**src/rtl/dual_prio_encoder_pipe.sv**
```systemverilog
// Two-stage pipelined dual priority encoder: captures a request vector, then encodes the
// highest and second-highest set bits into codes for the downstream one-hot decoders.
module dual_prio_encoder_pipe #(
  parameter int REQ_W  = 12,
  parameter int CODE_W = 4
) (
  input  logic              clk,
  input  logic              reset,
  input  logic              in_valid,
  output logic              in_ready,
  input  logic [REQ_W-1:0]  req,
  output logic              out_valid,
  input  logic              out_ready,
  output logic [CODE_W-1:0] first_code,
  output logic              first_found,
  output logic [CODE_W-1:0] second_code,
  output logic              second_found,
  output logic              busy
);

  logic              s1_valid;
  logic [REQ_W-1:0]  s1_req;
  logic              s2_ready;
  logic              accept;
  logic              s2_load;
  logic [CODE_W-1:0] enc_first;
  logic [CODE_W-1:0] enc_second;
  logic              enc_first_found;
  logic              enc_second_found;

  assign s2_ready = !out_valid || out_ready;
  assign in_ready = !s1_valid || s2_ready;
  assign accept   = in_valid && in_ready;
  assign s2_load  = s1_valid && s2_ready;
  assign busy     = s1_valid || out_valid;

  // Ascending scan: each newly found bit demotes the previous leader to second place,
  // so codes stay 0 whenever their found flag is 0.
  always_comb begin
    enc_first        = '0;
    enc_first_found  = 1'b0;
    enc_second       = '0;
    enc_second_found = 1'b0;
    for (int i = 0; i < REQ_W; i++) begin
      if (s1_req[i]) begin
        enc_second       = enc_first;
        enc_second_found = enc_first_found;
        enc_first        = CODE_W'(i);
        enc_first_found  = 1'b1;
      end
    end
  end

  always_ff @(posedge clk) begin
    if (reset) begin
      s1_valid <= 1'b0;
      s1_req   <= '0;
    end else begin
      if (accept) begin
        s1_req   <= req;
        s1_valid <= 1'b1;
      end else if (s2_load) begin
        s1_valid <= 1'b0;
      end
    end
  end

  always_ff @(posedge clk) begin
    if (reset) begin
      out_valid    <= 1'b0;
      first_code   <= '0;
      first_found  <= 1'b0;
      second_code  <= '0;
      second_found <= 1'b0;
    end else if (s2_load) begin
      out_valid    <= 1'b1;
      first_code   <= enc_first;
      first_found  <= enc_first_found;
      second_code  <= enc_second;
      second_found <= enc_second_found;
    end else if (out_ready) begin
      out_valid <= 1'b0;
    end
  end

endmodule

```
**config.mk**
```make
export PLATFORM = sky130hd
export DESIGN_NAME = dual_prio_encoder_pipe
export DESIGN_NICKNAME = d
export VERILOG_FILES = /design/src/rtl/dual_prio_encoder_pipe.sv
export SDC_FILE = /design/constraint.sdc
export NUM_CORES = 1
export LEC_CHECK = 0
export BUFFER_PORTS_ARGS = -buffer_cell sky130_fd_sc_hd__buf_2
export CAP_MARGIN = 20
export CORE_ASPECT_RATIO = 0.75
export CORE_MARGIN = 4
export CORE_UTILIZATION = 40
export CTS_BUF_LIST = sky130_fd_sc_hd__clkbuf_4
export DETAILED_ROUTE_END_ITERATION = 10
export GPL_TIMING_DRIVEN = 1
export PLACE_DENSITY = 0.67
export SLEW_MARGIN = 20
export SYNTH_ARGS = -nofsm -noshare
export SYNTH_HDL_FRONTEND = slang
export SYNTH_SLANG_ARGS = --single-unit
export TNS_END_PERCENT = 30
```
**constraint.sdc**
```tcl
create_clock -name clk -period 1.85 [get_ports clk]
set_input_delay 0.0925 -clock clk [delete_from_list [all_inputs] [get_ports clk]]
set_output_delay 0.0925 -clock clk [all_outputs]
set_load 0.05 [all_outputs]
```
==> run_results.csv <==
group,metric,value,unit
run_status,status,"finished clean",
clock_network,cts_sinks,24,
layout,fin_nets,233,
critical_path,cp-start-kind,"flip-flop",
floorplan,die_y,61.4,um
logic_synthesis,ys_seq_elements,24,
timing,slew_headroom,55.2,%
layout,final_layout_size_suffix_gt1_share,23.1,%
critical_path,path_class,"reg -> reg",
timing,clock_skew,0.0111,ns
place,post_dp_cell_area,0.00160,sq mm
clock_network,cts.path.max_buffers,2,
global_route,grt_pass1_wl,6.13,mm
global_route,track_usage,16.0,%
logic_synthesis,synth_top_area_cell,"dfxtp_1",
logic_synthesis,synth_compound_area_share,23.8,%
logic_synthesis,synth.avg_cell_area,7.91,sq um
place,io_buffers,28,
logic_synthesis,yosys.area_share.simple,29.2,%
layout,diodes,0,
pwr,power_density,760,mW/mm^2
floorplan,num_rows,19,
logic_synthesis,yosys_warnings,0,
place,place_hpwl,2.64,mm
critical_path,r2r_end,"second_found",
timing,finalHoldViolations,0,
clock_network,insertion_delay,0.33,ns
clock_network,cts_tree,"done",
floorplan,core_area,0.00366,sq mm
floorplan,die_w,79.2,um
logic_synthesis,synth_edf_count,0,
logic_synthesis,synth-async-reset-ratio,0,%
drt,drtAntennaViolNets,0,
logic_synthesis,synth.top_cell.area_share,31.6,%
timing,worstMarginPinSlew,0.671,ns
drt,drc,0,
logic_synthesis,synthFlopType,"dfxtp_1",
floorplan,dieArea,0.00486,sq mm
pwr,p_total,1.33,mW
critical_path,r2r-start,"s1_req[6]",
timing,post-route-period-util,91.5,%
floorplan,initial_core_util,41.5,%
clock_network,cts_resized,0,
logic_synthesis,synth.area.mux_share,1.98,%
floorplan,ios,29,
clock_network,numCtsBuffers,3,
logic_synthesis,syn_nets,208,
critical_path,arrival,1.90,ns
drt,drt_iter0_markers,118,
hold_path,min_to,"s1_req[6]",
timing,setup_viol,0,
logic_synthesis,synth_cell_type_count,53,
critical_path,reg2reg_depth,5,
clock_network,h-tree-depth,1,
global_route,grt_start_max_net_pins,29,
logic_synthesis,syn-cell-area,0.00152,sq mm
global_route,overflow,0,
timing,fin_crit,1.69,ns
pwr,ir_worst_vdd,369,uV
critical_path,cp-end-kind,"flip-flop",
timing,finalSetupTns,0,ns
layout,design_area,0.00175,sq mm
run,maxCapViolations,0,
drt,routedWlPerCell,13.6,um
timing,rsz0062_at_grt,"no",
place,finalWeightedCongestion,0.930,
layout,mostFrequentLayoutCell,"buf_2",
hold_path,hold_path.startpoint,"req[6]",
logic_synthesis,synth_cells,192,
layout,layout_common_cells,"buf_2 (28), a21oi_1 (24), dfxtp_1 (24)",
layout,multi_input_area,873,sq um
critical_path,ff2ff_setup_slack,0.16,ns
clock_network,clk_pin_slew,0.14,ns
global_route,antenna_found_initial,0,
drt,vias,1459,
layout,syn_to_final_growth,15.2,%
drt,vias_per_cell,5.44,
drt,first_pass_iters,4,
layout,seqCellArea,480,sq um
timing,drv_slew,0,
logic_synthesis,synth.area.top_cells,"dfxtp_1 (32%), a21oi_1 (7.9%), nand3_1 (4.6%), nand2_1 (4.4%), buf_6 (4.4%)",
layout,nFillCells,385,
hold_path,min_delay_path_depth,3,
timing,maxClockFrequency,0.591,GHz
hold_path,hold_class,"in -> reg",
global_route,grt_pass1_vias,1223,
logic_synthesis,synth_xor_xnor_area_share,1.15,%
logic_synthesis,synthAdderAreaFrac,1.40,%
drt,drt_wl_total,3.66,mm
logic_synthesis,synth_top_family_by_area,"simple AND/OR/NAND/NOR gates",
critical_path,crit_fanout,17,
clock_network,clock-root-buffer,"clkbuf_4",
pwr,p_leak,0.686,nW
critical_path,required,2.06,ns
logic_synthesis,seq_area_frac_synth,31.6,%
## sequential cells by signal (all words and copies together), names as in the netlist
| signal | count |
|---|---|
| second_found | 1 |
| s1_req | 12 |
| out_valid | 1 |
| first_code | 4 |
| first_found | 1 |
| s1_valid | 1 |
| second_code | 4 |
## through the flow
stage	util, %	worst slack [ns]	std cells	hold WS (ns)
after floorplan	-	0.0612	192	0.240
after global placement	43.6	0.259	254	0.349
after detailed placement	43.6	0.225	254	0.352
after CTS	47.8	0.180	268	0.0119
after global routing	47.8	0.0269	268	0.0270
final	47.8	0.158	268	0.0243
## critical path: stages (launching register included)
cell and delay, ns:
dfxtp_1 0.78, xor2_1 0.20, o211a_1 0.14, o21ai_0 0.07, o311ai_1 0.26, nand3_1 0.11
## cell families after synthesis
logic type | after synthesis
AND/OR/NAND/NOR | 79
AO/OA/AOI/OAI | 56
adder cells (fa/ha/maj) | 2
multiplexers | 3
XOR/XNOR | 2
buffers and inverters | 26
flip-flops | 24
## how the worst max path moves through the flow
stage | slack [ns] | cells past startpoint | end | startpoint
global placement | 0.26 | 5 | second_code[1] | s1_req[6]
CTS | 0.18 | 5 | second_found | s1_req[6]
floorplan | 0.06 | 5 | s1_req[0] | out_valid
detailed placement | 0.23 | 5 | second_found | s1_req[6]
finish | 0.16 | 5 | second_found | s1_req[6]
global route | 0.03 | 5 | first_code[0] | s1_req[6]
## repair_timing
item                                   4_1_cts  5_1_grt
buffers inserted                             0        0
endpoints found under the hold margin       10        0
hold buffers                                10        0
## power by group
group	leakage, nW	internal [mW]	switching [mW]	total, mW
registers	0.197	0.549	0.0555	0.605
logic	0.461	0.130	0.205	0.336
clock network	0.0279	0.219	0.169	0.388
total	0.686	0.899	0.430	1.33
## final cells by class
cell class	instances	share of cell area, %
repair buffers	40	14.6
clock buffers	3	1.29
multi-input cells	142	49.9
clock inverters	1	1.72
well taps	52	3.72
flip-flops and latches	24	27.5
inverters	6	1.29
## synth_stat cells (all sizes together), types with 3 or more instances
master and count:
a211oi 3, a21oi 24, buf 15, clkbuf 5, dfxtp 24, inv 6
mux2i 3, nand2 18, nand3 14, nor2 19, nor3 9, nor4 5
o21ai 9, or2 4
## routing by layer
metal	up-vias	track usage [%]	routed length, um
met1	658	22.8	1790
met3	5	4.39	298
met5	-	0	0
li1	737	-	-
met2	59	24.2	1530
met4	0	3.68	33
(Power assumes the default switching activity.)
